--- src/rtl/trap_ctrl_if.sv ---
// Bundle of pipeline event, CSR, commit and redirect signals around the
// machine-mode trap sequencer. The sequencer uses the slave modport; the
// surrounding pipeline/CSR environment uses the master modport.
interface trap_ctrl_if;
    logic        if_exc_vld_i;
    logic        id_exc_vld_i;
    logic        ex_exc_vld_i;
    logic [4:0]  if_exc_cause_i;
    logic [4:0]  id_exc_cause_i;
    logic [4:0]  ex_exc_cause_i;
    logic [31:0] if_exc_tval_i;
    logic [31:0] id_exc_tval_i;
    logic [31:0] ex_exc_tval_i;
    logic [31:0] if_pc_i;
    logic [31:0] id_pc_i;
    logic [31:0] ex_pc_i;
    logic        id_valid_i;
    logic [31:0] fetch_pc_i;
    logic        id_mret_i;
    logic        ex_busy_i;
    logic        irq_soft_i;
    logic        irq_timer_i;
    logic        irq_ext_i;
    logic        csr_gie_i;
    logic [2:0]  csr_irq_en_i;
    logic [31:0] csr_mtvec_i;
    logic [31:0] csr_mepc_i;
    logic        trap_vld_o;
    logic        trap_irq_o;
    logic [4:0]  trap_cause_o;
    logic [31:0] trap_epc_o;
    logic [31:0] trap_tval_o;
    logic        mret_vld_o;
    logic        flush_if_o;
    logic        flush_id_o;
    logic        flush_ex_o;
    logic        stall_o;
    logic        redirect_vld_o;
    logic [31:0] redirect_addr_o;
    logic        redirect_rdy_i;
    logic        busy_o;

    modport slave (
        input  if_exc_vld_i, id_exc_vld_i, ex_exc_vld_i,
        input  if_exc_cause_i, id_exc_cause_i, ex_exc_cause_i,
        input  if_exc_tval_i, id_exc_tval_i, ex_exc_tval_i,
        input  if_pc_i, id_pc_i, ex_pc_i, id_valid_i, fetch_pc_i,
        input  id_mret_i, ex_busy_i,
        input  irq_soft_i, irq_timer_i, irq_ext_i,
        input  csr_gie_i, csr_irq_en_i, csr_mtvec_i, csr_mepc_i,
        input  redirect_rdy_i,
        output trap_vld_o, trap_irq_o, trap_cause_o, trap_epc_o, trap_tval_o,
        output mret_vld_o, flush_if_o, flush_id_o, flush_ex_o,
        output stall_o, redirect_vld_o, redirect_addr_o, busy_o
    );

    modport master (
        output if_exc_vld_i, id_exc_vld_i, ex_exc_vld_i,
        output if_exc_cause_i, id_exc_cause_i, ex_exc_cause_i,
        output if_exc_tval_i, id_exc_tval_i, ex_exc_tval_i,
        output if_pc_i, id_pc_i, ex_pc_i, id_valid_i, fetch_pc_i,
        output id_mret_i, ex_busy_i,
        output irq_soft_i, irq_timer_i, irq_ext_i,
        output csr_gie_i, csr_irq_en_i, csr_mtvec_i, csr_mepc_i,
        output redirect_rdy_i,
        input  trap_vld_o, trap_irq_o, trap_cause_o, trap_epc_o, trap_tval_o,
        input  mret_vld_o, flush_if_o, flush_id_o, flush_ex_o,
        input  stall_o, redirect_vld_o, redirect_addr_o, busy_o
    );
endinterface

--- src/rtl/trap_ctrl.sv ---
// Machine-mode trap sequencer. Arbitrates stage exceptions, mret and
// interrupts, drains EX before taking an interrupt, emits a one-cycle commit
// pulse with stage flushes, then holds a fetch redirect until accepted.
module trap_ctrl (
    input  logic       clk_i,
    input  logic       rst_ni,
    trap_ctrl_if.slave bus
);

    typedef enum logic [1:0] {
        ST_IDLE     = 2'd0,
        ST_DRAIN    = 2'd1,
        ST_COMMIT   = 2'd2,
        ST_REDIRECT = 2'd3
    } state_e;

    typedef enum logic [1:0] {
        SRC_EXC  = 2'd0,
        SRC_IRQ  = 2'd1,
        SRC_MRET = 2'd2
    } src_e;

    localparam logic [4:0] CAUSE_IRQ_SOFT  = 5'd3;
    localparam logic [4:0] CAUSE_IRQ_TIMER = 5'd7;
    localparam logic [4:0] CAUSE_IRQ_EXT   = 5'd11;

    // Interrupt cause from the enabled pending lines {ext, timer, soft};
    // external beats software beats timer.
    function automatic logic [4:0] irq_cause(input logic [2:0] lines);
        logic [4:0] cause;
        if (lines[2]) begin
            cause = CAUSE_IRQ_EXT;
        end else if (lines[0]) begin
            cause = CAUSE_IRQ_SOFT;
        end else begin
            cause = CAUSE_IRQ_TIMER;
        end
        return cause;
    endfunction

    state_e      state_r;
    src_e        src_r;
    logic        trap_vld_r;
    logic        trap_irq_r;
    logic [4:0]  trap_cause_r;
    logic [31:0] trap_epc_r;
    logic [31:0] trap_tval_r;
    logic        mret_vld_r;
    logic        flush_if_r;
    logic        flush_id_r;
    logic        flush_ex_r;
    logic        stall_r;
    logic        redirect_vld_r;
    logic [31:0] redirect_addr_r;
    logic        busy_r;

    logic [2:0]  irq_lines_s;
    logic        irq_pend_s;
    logic [4:0]  irq_cause_s;
    logic        sel_vld_s;
    logic        sel_mret_s;
    logic [4:0]  sel_cause_s;
    logic [31:0] sel_tval_s;
    logic [31:0] sel_epc_s;
    logic [2:0]  sel_flush_s;
    logic [31:0] mtvec_base_s;
    logic [31:0] redirect_tgt_s;

    // Pending interrupt term: global enable and any enabled, asserted line.
    always_comb begin
        irq_lines_s = {bus.irq_ext_i, bus.irq_timer_i, bus.irq_soft_i} & bus.csr_irq_en_i;
        irq_pend_s  = bus.csr_gie_i & (|irq_lines_s);
        irq_cause_s = irq_cause(irq_lines_s);
    end

    // Synchronous-event selection for IDLE: EX > ID > IF > mret. Flush vector
    // is {ex, id, if}.
    always_comb begin
        sel_vld_s   = 1'b0;
        sel_mret_s  = 1'b0;
        sel_cause_s = 5'd0;
        sel_tval_s  = 32'd0;
        sel_epc_s   = 32'd0;
        sel_flush_s = 3'b000;
        if (bus.ex_exc_vld_i) begin
            sel_vld_s   = 1'b1;
            sel_cause_s = bus.ex_exc_cause_i;
            sel_tval_s  = bus.ex_exc_tval_i;
            sel_epc_s   = bus.ex_pc_i;
            sel_flush_s = 3'b111;
        end else if (bus.id_exc_vld_i) begin
            sel_vld_s   = 1'b1;
            sel_cause_s = bus.id_exc_cause_i;
            sel_tval_s  = bus.id_exc_tval_i;
            sel_epc_s   = bus.id_pc_i;
            sel_flush_s = 3'b011;
        end else if (bus.if_exc_vld_i) begin
            sel_vld_s   = 1'b1;
            sel_cause_s = bus.if_exc_cause_i;
            sel_tval_s  = bus.if_exc_tval_i;
            sel_epc_s   = bus.if_pc_i;
            sel_flush_s = 3'b001;
        end else if (bus.id_mret_i) begin
            sel_vld_s   = 1'b1;
            sel_mret_s  = 1'b1;
            sel_flush_s = 3'b011;
        end else begin
            sel_vld_s   = 1'b0;
        end
    end

    // Redirect target evaluated during COMMIT from the live mtvec/mepc.
    always_comb begin
        mtvec_base_s   = bus.csr_mtvec_i & 32'hFFFF_FFFC;
        redirect_tgt_s = mtvec_base_s;
        case (src_r)
            SRC_EXC: begin
                redirect_tgt_s = mtvec_base_s;
            end
            SRC_IRQ: begin
                if (bus.csr_mtvec_i[1:0] == 2'b01) begin
                    redirect_tgt_s = mtvec_base_s + {25'd0, trap_cause_r, 2'b00};
                end else begin
                    redirect_tgt_s = mtvec_base_s;
                end
            end
            SRC_MRET: begin
                redirect_tgt_s = bus.csr_mepc_i;
            end
            default: begin
                redirect_tgt_s = mtvec_base_s;
            end
        endcase
    end

    // Sequencer FSM with all outputs registered; pulses default low each cycle.
    always_ff @(posedge clk_i or negedge rst_ni) begin
        if (!rst_ni) begin
            state_r         <= ST_IDLE;
            src_r           <= SRC_EXC;
            trap_vld_r      <= 1'b0;
            trap_irq_r      <= 1'b0;
            trap_cause_r    <= 5'd0;
            trap_epc_r      <= 32'd0;
            trap_tval_r     <= 32'd0;
            mret_vld_r      <= 1'b0;
            flush_if_r      <= 1'b0;
            flush_id_r      <= 1'b0;
            flush_ex_r      <= 1'b0;
            stall_r         <= 1'b0;
            redirect_vld_r  <= 1'b0;
            redirect_addr_r <= 32'd0;
            busy_r          <= 1'b0;
        end else begin
            trap_vld_r <= 1'b0;
            mret_vld_r <= 1'b0;
            flush_if_r <= 1'b0;
            flush_id_r <= 1'b0;
            flush_ex_r <= 1'b0;
            case (state_r)
                ST_IDLE: begin
                    if (sel_vld_s) begin
                        state_r <= ST_COMMIT;
                        busy_r  <= 1'b1;
                        {flush_ex_r, flush_id_r, flush_if_r} <= sel_flush_s;
                        if (sel_mret_s) begin
                            src_r      <= SRC_MRET;
                            mret_vld_r <= 1'b1;
                        end else begin
                            src_r        <= SRC_EXC;
                            trap_vld_r   <= 1'b1;
                            trap_irq_r   <= 1'b0;
                            trap_cause_r <= sel_cause_s;
                            trap_epc_r   <= sel_epc_s;
                            trap_tval_r  <= sel_tval_s;
                        end
                    end else if (irq_pend_s) begin
                        state_r <= ST_DRAIN;
                        stall_r <= 1'b1;
                        busy_r  <= 1'b1;
                    end else begin
                        state_r <= ST_IDLE;
                    end
                end
                ST_DRAIN: begin
                    if (bus.ex_exc_vld_i) begin
                        // A late EX fault preempts the interrupt being drained.
                        state_r      <= ST_COMMIT;
                        stall_r      <= 1'b0;
                        src_r        <= SRC_EXC;
                        trap_vld_r   <= 1'b1;
                        trap_irq_r   <= 1'b0;
                        trap_cause_r <= bus.ex_exc_cause_i;
                        trap_epc_r   <= bus.ex_pc_i;
                        trap_tval_r  <= bus.ex_exc_tval_i;
                        flush_if_r   <= 1'b1;
                        flush_id_r   <= 1'b1;
                        flush_ex_r   <= 1'b1;
                    end else if (!irq_pend_s) begin
                        state_r <= ST_IDLE;
                        stall_r <= 1'b0;
                        busy_r  <= 1'b0;
                    end else if (!bus.ex_busy_i) begin
                        state_r      <= ST_COMMIT;
                        stall_r      <= 1'b0;
                        src_r        <= SRC_IRQ;
                        trap_vld_r   <= 1'b1;
                        trap_irq_r   <= 1'b1;
                        trap_cause_r <= irq_cause_s;
                        trap_epc_r   <= bus.id_valid_i ? bus.id_pc_i : bus.fetch_pc_i;
                        trap_tval_r  <= 32'd0;
                        flush_if_r   <= 1'b1;
                        flush_id_r   <= 1'b1;
                    end else begin
                        state_r <= ST_DRAIN;
                    end
                end
                ST_COMMIT: begin
                    state_r         <= ST_REDIRECT;
                    redirect_addr_r <= redirect_tgt_s;
                    redirect_vld_r  <= 1'b1;
                    stall_r         <= 1'b1;
                end
                ST_REDIRECT: begin
                    if (bus.redirect_rdy_i) begin
                        state_r        <= ST_IDLE;
                        redirect_vld_r <= 1'b0;
                        stall_r        <= 1'b0;
                        busy_r         <= 1'b0;
                    end else begin
                        state_r <= ST_REDIRECT;
                    end
                end
                default: begin
                    state_r        <= ST_IDLE;
                    redirect_vld_r <= 1'b0;
                    stall_r        <= 1'b0;
                    busy_r         <= 1'b0;
                end
            endcase
        end
    end

    assign bus.trap_vld_o      = trap_vld_r;
    assign bus.trap_irq_o      = trap_irq_r;
    assign bus.trap_cause_o    = trap_cause_r;
    assign bus.trap_epc_o      = trap_epc_r;
    assign bus.trap_tval_o     = trap_tval_r;
    assign bus.mret_vld_o      = mret_vld_r;
    assign bus.flush_if_o      = flush_if_r;
    assign bus.flush_id_o      = flush_id_r;
    assign bus.flush_ex_o      = flush_ex_r;
    assign bus.stall_o         = stall_r;
    assign bus.redirect_vld_o  = redirect_vld_r;
    assign bus.redirect_addr_o = redirect_addr_r;
    assign bus.busy_o          = busy_r;

endmodule
--- src/flat_wrapper.sv ---
// flat-port wrapper written by rule: the top's interface ports become plain ports
module trap_ctrl_flat 
  (clk_i, rst_ni, bus_if_exc_vld_i, bus_id_exc_vld_i, bus_ex_exc_vld_i, bus_if_exc_cause_i, bus_id_exc_cause_i, bus_ex_exc_cause_i, bus_if_exc_tval_i, bus_id_exc_tval_i, bus_ex_exc_tval_i, bus_if_pc_i, bus_id_pc_i, bus_ex_pc_i, bus_id_valid_i, bus_fetch_pc_i, bus_id_mret_i, bus_ex_busy_i, bus_irq_soft_i, bus_irq_timer_i, bus_irq_ext_i, bus_csr_gie_i, bus_csr_irq_en_i, bus_csr_mtvec_i, bus_csr_mepc_i, bus_redirect_rdy_i, bus_trap_vld_o, bus_trap_irq_o, bus_trap_cause_o, bus_trap_epc_o, bus_trap_tval_o, bus_mret_vld_o, bus_flush_if_o, bus_flush_id_o, bus_flush_ex_o, bus_stall_o, bus_redirect_vld_o, bus_redirect_addr_o, bus_busy_o);
  trap_ctrl_if bus_i ();
  input  logic clk_i;
  input  logic rst_ni;
  input wire logic [$bits(bus_i.if_exc_vld_i)-1:0] bus_if_exc_vld_i;
  input wire logic [$bits(bus_i.id_exc_vld_i)-1:0] bus_id_exc_vld_i;
  input wire logic [$bits(bus_i.ex_exc_vld_i)-1:0] bus_ex_exc_vld_i;
  input wire logic [$bits(bus_i.if_exc_cause_i)-1:0] bus_if_exc_cause_i;
  input wire logic [$bits(bus_i.id_exc_cause_i)-1:0] bus_id_exc_cause_i;
  input wire logic [$bits(bus_i.ex_exc_cause_i)-1:0] bus_ex_exc_cause_i;
  input wire logic [$bits(bus_i.if_exc_tval_i)-1:0] bus_if_exc_tval_i;
  input wire logic [$bits(bus_i.id_exc_tval_i)-1:0] bus_id_exc_tval_i;
  input wire logic [$bits(bus_i.ex_exc_tval_i)-1:0] bus_ex_exc_tval_i;
  input wire logic [$bits(bus_i.if_pc_i)-1:0] bus_if_pc_i;
  input wire logic [$bits(bus_i.id_pc_i)-1:0] bus_id_pc_i;
  input wire logic [$bits(bus_i.ex_pc_i)-1:0] bus_ex_pc_i;
  input wire logic [$bits(bus_i.id_valid_i)-1:0] bus_id_valid_i;
  input wire logic [$bits(bus_i.fetch_pc_i)-1:0] bus_fetch_pc_i;
  input wire logic [$bits(bus_i.id_mret_i)-1:0] bus_id_mret_i;
  input wire logic [$bits(bus_i.ex_busy_i)-1:0] bus_ex_busy_i;
  input wire logic [$bits(bus_i.irq_soft_i)-1:0] bus_irq_soft_i;
  input wire logic [$bits(bus_i.irq_timer_i)-1:0] bus_irq_timer_i;
  input wire logic [$bits(bus_i.irq_ext_i)-1:0] bus_irq_ext_i;
  input wire logic [$bits(bus_i.csr_gie_i)-1:0] bus_csr_gie_i;
  input wire logic [$bits(bus_i.csr_irq_en_i)-1:0] bus_csr_irq_en_i;
  input wire logic [$bits(bus_i.csr_mtvec_i)-1:0] bus_csr_mtvec_i;
  input wire logic [$bits(bus_i.csr_mepc_i)-1:0] bus_csr_mepc_i;
  input wire logic [$bits(bus_i.redirect_rdy_i)-1:0] bus_redirect_rdy_i;
  output wire logic [$bits(bus_i.trap_vld_o)-1:0] bus_trap_vld_o;
  output wire logic [$bits(bus_i.trap_irq_o)-1:0] bus_trap_irq_o;
  output wire logic [$bits(bus_i.trap_cause_o)-1:0] bus_trap_cause_o;
  output wire logic [$bits(bus_i.trap_epc_o)-1:0] bus_trap_epc_o;
  output wire logic [$bits(bus_i.trap_tval_o)-1:0] bus_trap_tval_o;
  output wire logic [$bits(bus_i.mret_vld_o)-1:0] bus_mret_vld_o;
  output wire logic [$bits(bus_i.flush_if_o)-1:0] bus_flush_if_o;
  output wire logic [$bits(bus_i.flush_id_o)-1:0] bus_flush_id_o;
  output wire logic [$bits(bus_i.flush_ex_o)-1:0] bus_flush_ex_o;
  output wire logic [$bits(bus_i.stall_o)-1:0] bus_stall_o;
  output wire logic [$bits(bus_i.redirect_vld_o)-1:0] bus_redirect_vld_o;
  output wire logic [$bits(bus_i.redirect_addr_o)-1:0] bus_redirect_addr_o;
  output wire logic [$bits(bus_i.busy_o)-1:0] bus_busy_o;
  assign bus_i.if_exc_vld_i = bus_if_exc_vld_i;
  assign bus_i.id_exc_vld_i = bus_id_exc_vld_i;
  assign bus_i.ex_exc_vld_i = bus_ex_exc_vld_i;
  assign bus_i.if_exc_cause_i = bus_if_exc_cause_i;
  assign bus_i.id_exc_cause_i = bus_id_exc_cause_i;
  assign bus_i.ex_exc_cause_i = bus_ex_exc_cause_i;
  assign bus_i.if_exc_tval_i = bus_if_exc_tval_i;
  assign bus_i.id_exc_tval_i = bus_id_exc_tval_i;
  assign bus_i.ex_exc_tval_i = bus_ex_exc_tval_i;
  assign bus_i.if_pc_i = bus_if_pc_i;
  assign bus_i.id_pc_i = bus_id_pc_i;
  assign bus_i.ex_pc_i = bus_ex_pc_i;
  assign bus_i.id_valid_i = bus_id_valid_i;
  assign bus_i.fetch_pc_i = bus_fetch_pc_i;
  assign bus_i.id_mret_i = bus_id_mret_i;
  assign bus_i.ex_busy_i = bus_ex_busy_i;
  assign bus_i.irq_soft_i = bus_irq_soft_i;
  assign bus_i.irq_timer_i = bus_irq_timer_i;
  assign bus_i.irq_ext_i = bus_irq_ext_i;
  assign bus_i.csr_gie_i = bus_csr_gie_i;
  assign bus_i.csr_irq_en_i = bus_csr_irq_en_i;
  assign bus_i.csr_mtvec_i = bus_csr_mtvec_i;
  assign bus_i.csr_mepc_i = bus_csr_mepc_i;
  assign bus_i.redirect_rdy_i = bus_redirect_rdy_i;
  assign bus_trap_vld_o = bus_i.trap_vld_o;
  assign bus_trap_irq_o = bus_i.trap_irq_o;
  assign bus_trap_cause_o = bus_i.trap_cause_o;
  assign bus_trap_epc_o = bus_i.trap_epc_o;
  assign bus_trap_tval_o = bus_i.trap_tval_o;
  assign bus_mret_vld_o = bus_i.mret_vld_o;
  assign bus_flush_if_o = bus_i.flush_if_o;
  assign bus_flush_id_o = bus_i.flush_id_o;
  assign bus_flush_ex_o = bus_i.flush_ex_o;
  assign bus_stall_o = bus_i.stall_o;
  assign bus_redirect_vld_o = bus_i.redirect_vld_o;
  assign bus_redirect_addr_o = bus_i.redirect_addr_o;
  assign bus_busy_o = bus_i.busy_o;
  trap_ctrl u_core (.clk_i(clk_i), .rst_ni(rst_ni), .bus(bus_i));
endmodule
--- config.mk ---
export PLATFORM = sky130hd
export DESIGN_NAME = trap_ctrl_flat
export DESIGN_NICKNAME = d
export VERILOG_FILES = /design/src/rtl/trap_ctrl_if.sv /design/src/rtl/trap_ctrl.sv /design/src/flat_wrapper.sv
export SDC_FILE = /design/constraint.sdc
export NUM_CORES = 1
export LEC_CHECK = 0
export CAP_MARGIN = 15
export CORE_AREA = 2 2 165 167
export DETAILED_ROUTE_END_ITERATION = 7
export DIE_AREA = 0 0 167 169
export GPL_ROUTABILITY_DRIVEN = 0
export PLACE_DENSITY = 0.58
export RECOVER_POWER = 50
export SYNTH_ARGS = -nofsm -noshare
export SYNTH_HDL_FRONTEND = slang
export SYNTH_SLANG_ARGS = --single-unit
--- constraint.sdc ---
create_clock -name clk_i -period 3.1 [get_ports clk_i]
set_input_delay 0.62 -clock clk_i [delete_from_list [all_inputs] [get_ports clk_i]]
set_output_delay 0.62 -clock clk_i [all_outputs]
set_load 0.02 [all_outputs]
Yosys cells after proc, flatten, opt, wreduce, memory -nomap -nowiden:

Cells that the tools add are included.

* bitwise logic cells: 2
* mux-type cells: 90
* reduce and logical (&&, ||, !) cells: 10
* eq/ne operators: 17
* $add $sub $neg: 1

Operators with widths (number)
* $mux 32: 18
* $pmux 32 s2: 3
* $mux 5: 8
* $mux 1: 34
* $add 32x7->32: 1
* $mux 2: 11
* $mux 3: 4
* $pmux 1 s2: 6
* $ne 2x2->1 const B: 5
* $pmux 5 s2: 1
* $reduce_and 5->1: 2
* $pmux 2 s4: 1
* $reduce_and 4->1: 2
* $eq 2x1->1 const B: 3
* $eq 2x2->1 const B: 3
* $mux 4: 1
* $ne 2x1->1 const B: 2
* $ne 4x4->1 const B: 1
* $pmux 1 s4: 1
* $pmux 2 s2: 1
* $reduce_bool 2->1: 2
* $and 3x3->3: 1
* $ne 3x1->1 const B: 1
* $ne 3x2->1 const B: 1
* 7 further kinds: 7

* flip-flop bits (word level): 114
* bits of input ports: 319
* output and inout bits: 110

Longest topological paths before layout:

Gate-level depths: netlist of run 1.

* depth in word-level cells: 7
* mapped depth: 9
* depth with buffers taken out: 8

Worst setup path before layout of run 1:

OpenSTA, ideal clock, no wires.

* path type: input-to-reg
* from: in bus_csr_mtvec_i[6]
* to: reg u_core.redirect_addr_r[31] (netlist: u_core.bus.redirect_addr_o[31])
* data required time: 2.965 ns
* path slack: 0.759 ns
* stages: 7
* arrival: 2.206 ns
* buffers on the path: 0
* path through: ha_1 -> nor2_1 -> or4_4 -> nor4_4 -> nand4_1 -> mux2i_1 -> o22ai_1

* word-level cells in the longest chain between the ends: 3

Ends and longest elaborated chain
* from (decl): line flat_wrapper.sv:28 `input wire logic [$bits(bus_i.csr_mtvec_i)-1:0] bus_csr_mtvec_i;`
* $add 32x7->32: line trap_ctrl.sv:122 `redirect_tgt_s = mtvec_base_s + {25'd0, trap_cause_r, 2'b00};`
* $mux 32: line trap_ctrl.sv:121 `if (bus.csr_mtvec_i[1:0] == 2'b01) begin`
* $pmux 32 s2: line trap_ctrl.sv:116 `case (src_r)`
* to (signal assigned): line trap_ctrl.sv:220 `redirect_addr_r <= redirect_tgt_s;`
* to (decl): line trap_ctrl.sv:54 `logic [31:0] redirect_addr_r;`

No other way between the ends.
A chain may end at the register's enable or synchronous reset.

Worst setup path after layout of run 1:

* from: in bus_irq_ext_i
* to: reg u_core.trap_tval_r[10] (netlist: u_core.bus.trap_tval_o[10])

* word-level cells in the longest chain between the ends: 5

Ends and longest elaborated chain
* from (decl): line flat_wrapper.sv:25 `input wire logic [$bits(bus_i.irq_ext_i)-1:0] bus_irq_ext_i;`
* $and 3x3->3: line trap_ctrl.sv:71 `irq_lines_s = {bus.irq_ext_i, bus.irq_timer_i, bus.irq_soft_i} & bus.csr_irq_en_i;`
* $reduce_or 3->1: line trap_ctrl.sv:72 `irq_pend_s = bus.csr_gie_i & (|irq_lines_s);`
* $and 1x1->1: line trap_ctrl.sv:72
* $ne 3x2->1 (no source line)
* $reduce_and 5->1 (no source line)
* to (signal assigned): line trap_ctrl.sv:175 `trap_tval_r <= sel_tval_s;`
* to (signal assigned): line trap_ctrl.sv:195 `trap_tval_r <= bus.ex_exc_tval_i;`
* to (decl): line trap_ctrl.sv:47 `logic [31:0] trap_tval_r;`

No other way between the ends.

==> results of run 1 <==
-- flip-flops by register name (all words and copies together), names as in the netlist --
| name | flops |
|---|---|
| u_core.bus.busy_o | 1 |
| u_core.bus.flush_ex_o | 1 |
| u_core.bus.flush_id_o | 1 |
| u_core.bus.flush_if_o | 1 |
| u_core.bus.mret_vld_o | 1 |
| u_core.bus.redirect_addr_o | 32 |
| u_core.bus.redirect_vld_o | 1 |
| u_core.bus.stall_o | 1 |
| u_core.bus.trap_cause_o | 5 |
| u_core.bus.trap_epc_o | 32 |
| u_core.bus.trap_irq_o | 1 |
| u_core.bus.trap_tval_o | 32 |
| u_core.bus.trap_vld_o | 1 |
| u_core.src_r | 2 |
| u_core.state_r | 2 |
-- path summary, 6_finish.rpt --
path | from | to | slack [ns]
max | bus_irq_ext_i | u_core.bus.trap_tval_o[10] | 0.59
min | u_core.bus.redirect_addr_o[0] | u_core.bus.redirect_addr_o[0] | 0.46
max reg2reg | u_core.state_r[1] | u_core.bus.redirect_addr_o[25] | 0.79
min reg2reg | u_core.bus.redirect_addr_o[0] | u_core.bus.redirect_addr_o[0] | 0.46
max in group asynchronous | rst_ni | u_core.bus.trap_epc_o[20] | 0.96
min in group asynchronous | rst_ni | u_core.bus.redirect_addr_o[0] | 0.47
-- critical path, delay by kind of cell --
family / cells / cell delay [ns]
and+or+nand+nor: 3 / 0.50
buffers and inverters: 3 / 1.04
AOI/OAI and AO/OA: 3 / 0.65
-- layout by cell type (no fill, tap or decap), types with 27 or more instances in the layout --
cell	count
a21oi_1	89
dlygate4sd3_1	44
o21ai_0	51
a22o_1	65
mux2_2	37
a222oi_1	32
a22oi_1	39
nand2_1	66
clkdlybuf4s50_1	381
buf_4	27
dfrtp_1	114
nor2_1	109
-- per-layer routing --
| layer | vias up | part of all wire |
|---|---|---|
| met5 | - | 0 |
| met4 | 0 | 0.019 |
| met3 | 32 | 0.068 |
| met2 | 359 | 0.50 |
| met1 | 3959 | 0.42 |
| li1 | 3975 | - |
-- cell families after synthesis --
| group | after synthesis | share of synthesized area |
|---|---|---|
| muxes | 51 | 0.0766 |
| DFF | 114 | 0.392 |
| AOI/OAI and AO/OA | 331 | 0.318 |
| and+or+nand+nor | 235 | 0.145 |
| adders and majority gates | 8 | 0.0148 |
| buffers and inverters | 88 | 0.0492 |
| xor gates and xnor gates | 4 | 0.00482 |
-- per-stage QoR --
stage	setup WS (ns)	util	hold WS, ns
final	0.589	0.477	0.461
after global routing	0.436	0.477	0.509
after CTS	0.616	0.477	0.243
after detailed placement	0.174	0.453	0.464
after global placement	0.207	0.453	0.453
after floorplan	0.759	-	0.324
-- area by class of cell --
class	instances	area, sq um	share of cell area
diodes	4	10.0	0.000793
clock buffers	18	429	0.0340
clock inverters	14	211	0.0167
inverters	10	37.5	0.00297
multi-input cells	629	4090	0.324
flip-flops and latches	114	2850	0.226
well taps	341	427	0.0338
repair buffers	463	4570	0.362
-- power breakdown --
part / leakage, uW / switching, uW / total (uW) / internal, uW
Combinational: 0.00331 / 3120 / 5570 / 2450
Clock: 0.000298 / 767 / 2190 / 1420
Sequential: 0.00131 / 466 / 2700 / 2240
Total: 0.00492 / 4350 / 10500 / 6110
==> metrics.txt, run 1 <==
outcome completed; H-tree level count 4; worst vdd ir around 310 uV; crit path max-delay cell type dlygate4sd3_1; Via density between 5 and 6; CTS buffer count 17; Leakage a little under 0.005 uW; Gate Count Post-Synth roughly 830; HP Class register to register; Critical Path Max Stage Delay between 0.5 and 0.6 ns; met3 Use GR 0.0603; # IOs 429; Final Slew Violations 0; Routed Antenna Nets 0; EDFF count, synth 0; DP Area roughly 12000 sq um; final-report setup violation count 0; maxcap violations 0; share of layout cells above drive strength 1 0.0938; Power Dens Cells ~830 nW/um^2; Syn Std Cell Area between 7000 and 8000 sq um; worst slew pin tran 1.27 ns; Syn. warnings 0; Post-CTS Setup Inserts 0; area leader, netlist dfrtp_1; Data required, critical path roughly 3.4 ns; first-pass GRT wire length roughly 50000 um; synth-to-layout area growth 73.6%; final hold violation count 0; pin count of the biggest net entering global routing between 60 and 70; Final min period around 2.5 ns; hpwl dp between 20000 and 30000 um; Rel. slew slack 0.151; Skew-Pair Late Insertion Delay roughly 0.41 ns; die height ~170 um; Routed WL per cell roughly 21 um; DR pass1 iterations 8; startpoint types input port; mean cell area of the mapped netlist approximately 9 sq um; initial antenna violation count 5; most common cell in the netlist dfrtp_1; Worst Hold Depth 2; CP max FO 50; synth top area cells dfrtp_1 39%, a22o_1 7.8%, a21oi_1 6.1%; Fin Clk Skew 0.00932 ns; Post-Layout Cell Count 1593; synth cell count leaders 114 x dfrtp_1, 111 x nor2_1, 89 x a21oi_1; core footprint between 20000 and 30000 sq um; critical path arrival around 2.8 ns; vias in the first global route approximately 8300; Post-synth ARST share 1.00; RSZ-0062 raised after global routing no; # DRC 0; initial core utilization 0.274; f_max ~400 MHz; WS Path Type input port to register; Worst Reg-to-Reg Cells 5; CTS Sinks between 100 and 150; Syn Nets 1158; CTS resizes 0; Layout fillers about 2600; root buf cell clkbuf_16; met1 GRT Util 0.282; crit path capture type register; CTS tree built; gr busiest metal met2; GRT Util Overall 0.231; fin crit share 0.810; WL final 34000 um; Synth top area share 0.392; Main synth FF type dfrtp_1; setup TNS 0 ns; critical-path cell list dlygate4sd3_1, a22oi_1, a211oi_1, nor2_1, nor3_2, buf_12, buf_12, nor2_1, a21oi_1; sequential fraction of the synthesis area 0.392; Final #Nets 1562; Final Cell Area roughly 13000 sq um; Final Power about 10000 uW; placed instance count between 1500 and 2000; grt total ovfl 0; Die Wd 167 um; Rows 60; maximum root-to-sink buffer count 2; Die Footprint 28200 sq um; CTS Hold Bufs 0; number of synthesized register bits approximately 110; DR vias roughly 8300; PortBufs 428; Initial DRC Count 670; post-synthesis cell type count 53; Reg clk slew, reported paths 0.06 ns; met2 usage 0.401
Note: power is estimated with default switching activity, not from simulation.
==> run 2, diff against run 1 <==
--- a/config.mk
+++ b/config.mk
@@ -6,11 +6,11 @@
 export NUM_CORES = 1
 export LEC_CHECK = 0
 export CAP_MARGIN = 15
-export CORE_AREA = 2 2 165 167
+export CORE_AREA = 2 2 167 169
 export DETAILED_ROUTE_END_ITERATION = 7
-export DIE_AREA = 0 0 167 169
+export DIE_AREA = 0 0 169 171
 export GPL_ROUTABILITY_DRIVEN = 0
-export PLACE_DENSITY = 0.58
+export PLACE_DENSITY = 0.57
 export RECOVER_POWER = 50
 export SYNTH_ARGS = -nofsm -noshare
 export SYNTH_HDL_FRONTEND = slang
==> constraint.sdc (replaced) <==
create_clock -name clk_i -period 2.4 [get_ports clk_i]
set_input_delay 0.48 -clock clk_i [delete_from_list [all_inputs] [get_ports clk_i]]
set_output_delay 0.48 -clock clk_i [all_outputs]
set_load 0.02 [all_outputs]
==> run 2 against run 1 <==
The run now ends with DRC left. Cell count is 3.9% higher. Flip-flop and latch count stayed put. Sequential power is 26% higher. Critical path type unchanged. Critical endpoint is now u_core.bus.redirect_addr_o[31]. Clock-buffer cell count is 1 higher. Utilization hardly changed. Critical path depth is 1 lower. Worst setup slack worse by 0.52 ns. Clock power is 21% higher. Sequential share of layout area is 0.68 points lower. First-iteration DRC count is 5.2% lower. Power is 30% higher. Largest power group unchanged.
==> metrics.txt, run 2 (same netlist as run 1, synthesis figures left out) <==
vias in the first global route slightly above 8000; initial antenna violation count 7; CTS buffer count 17; met1 GRT Util 0.276; Leakage 0.00518 uW; Final Cell Area about 13000 sq um; CTS Sinks 114; RSZ-0062 raised after global routing no; CTS tree built; die height ~170 um; Final min period 2.33 ns; Data required, critical path 2.69 ns; register area around 2900 sq um; met2 usage 0.386; initial core utilization 0.266; Place WS -0.328 ns; most common cell after layout, fill and taps aside clkdlybuf4s50_1; maximum root-to-sink buffer count 2; maxcap violations 0; Power Dens Cells around 1000 nW/um^2; Die Footprint 28900 sq um; CP max FO 4; DR pass1 iterations 8; share of layout cells above drive strength 1 0.132; area occupied by multi-input gates a little over 4000 sq um; Final Slew Violations 0; final setup margin approximately 0.073 ns; Post-CTS Setup Inserts 0; Layout fillers ~2700; GRT Util Overall 0.225; HP Class input port to async pin; WL final between 30000 and 40000 um; f_max 430 MHz; Rel. slew slack 0.168; # DRC 2; WS Path Type input port to register; Final Power between 10000 and 15000 uW; Skew-Pair Late Insertion Delay 0.42 ns; Initial DRC Count roughly 640; critical path arrival around 2.6 ns; Die Wd between 150 and 200 um; core footprint 27300 sq um; fin crit share 0.969; DR vias around 8600; final hold violation count 0; gr busiest metal met2; Routed Antenna Nets 0; CTS resizes 0; Routed WL per cell around 20 um; Reg clk slew, reported paths ~0.06 ns; worst vdd ir around 480 uV; worst slew pin tran 1.25 ns; H-tree level count 4; Via density approximately 5.2; final-report setup violation count 0; crit path capture type register; most frequent cells in the layout 383 x clkdlybuf4s50_1, 114 x dfrtp_1, 109 x nor2_1; hpwl dp approximately 26000 um; pin count of the biggest net entering global routing 50; placed instance count 1617; failing checks DRC; PortBufs roughly 430; startpoint types input port; grt total ovfl 0; outcome complete, but fails checks; first-pass GRT wire length slightly below 50000 um; Rows 61; Post-Layout Cell Count about 1700; # IOs 429; DP Area 12400 sq um; met3 Use GR 0.0581; Fin Clk Skew around 0.012 ns; root buf cell clkbuf_16; CTS Hold Bufs 0; Final #Nets between 1500 and 2000; synth-to-layout area growth 79.0%
==> run 2: cell types whose count changed in the layout (fill, tap and decap cells not counted), moves of 2 or more <==
cell             previous run  this run
buf_4                      27        78
clkinv_4                    0         3
clkinvlp_4                  5         2
bufinv_16                   5         3
clkdlybuf4s50_1           381       383
diode_2                     4         6
dlygate4sd3_1              44        42
==> run 2: where the power goes <==
group          switching, uW  internal, uW  total [uW]
logic                   4160          3390        7550
clock network           1000          1660        2660
registers                523          2890        3410
==> run 2: layout make-up <==
cell class | instances | area share
Clock buffer | 19 | 0.0340
Sequential cell | 114 | 0.219
Tap cell | 346 | 0.0333
Timing Repair Buffer | 518 | 0.383
Multi-Input combinational cell | 629 | 0.314
Clock inverter | 13 | 0.0123
Inverter | 10 | 0.00288
Antenna cell | 6 | 0.00115
==> run 2: routing by layer <==
metal	routed length, um	share of wire	vias up
met4	793	0.024	2
met1	13500	0.40	4030
li1	-	-	4084
met5	13	0.00039	-
met2	16700	0.50	392
met3	2730	0.081	44
==> run 2: through the flow <==
step / hold WS [ns] / setup TNS [ns] / utilization
4_1_cts: 0.0458 / 0 / 0.478
5_1_grt: 0.273 / 0 / 0.476
2_1_floorplan: 0.184 / 0 / -
3_3_place_gp: 0.454 / -8.47 / 0.456
3_5_place_dp: 0.464 / -8.39 / 0.456
6_report: 0.212 / 0 / 0.476
==> run 2: final timing paths <==
| check | slack, ns | depth (start not counted) | endpoint | startpoint |
|---|---|---|---|---|
| worst max-delay path | 0.07 | 8 | u_core.bus.redirect_addr_o[31] | bus_csr_mtvec_i[6] |
| worst min-delay path | 0.21 | 1 | u_core.bus.redirect_addr_o[0] | rst_ni |
| worst max register to register | 0.21 | 7 | u_core.bus.redirect_addr_o[31] | u_core.bus.trap_cause_o[4] |
| worst min register to register | 0.47 | 2 | u_core.bus.redirect_addr_o[0] | u_core.bus.redirect_addr_o[0] |
| max in group asynchronous | 0.39 | 2 | u_core.bus.trap_epc_o[28] | rst_ni |
| min in group clk_i | 0.47 | 2 | u_core.bus.redirect_addr_o[0] | u_core.bus.redirect_addr_o[0] |
==> run 2: worst max-delay path, stage by stage <==
cell and delay, ns:
clkdlybuf4s50_1 0.46, ha_1 0.32, nor2_1 0.06, or4_4 0.52, nor4_4 0.35, nand4_1 0.16, mux2i_1 0.17, o22ai_1 0.10
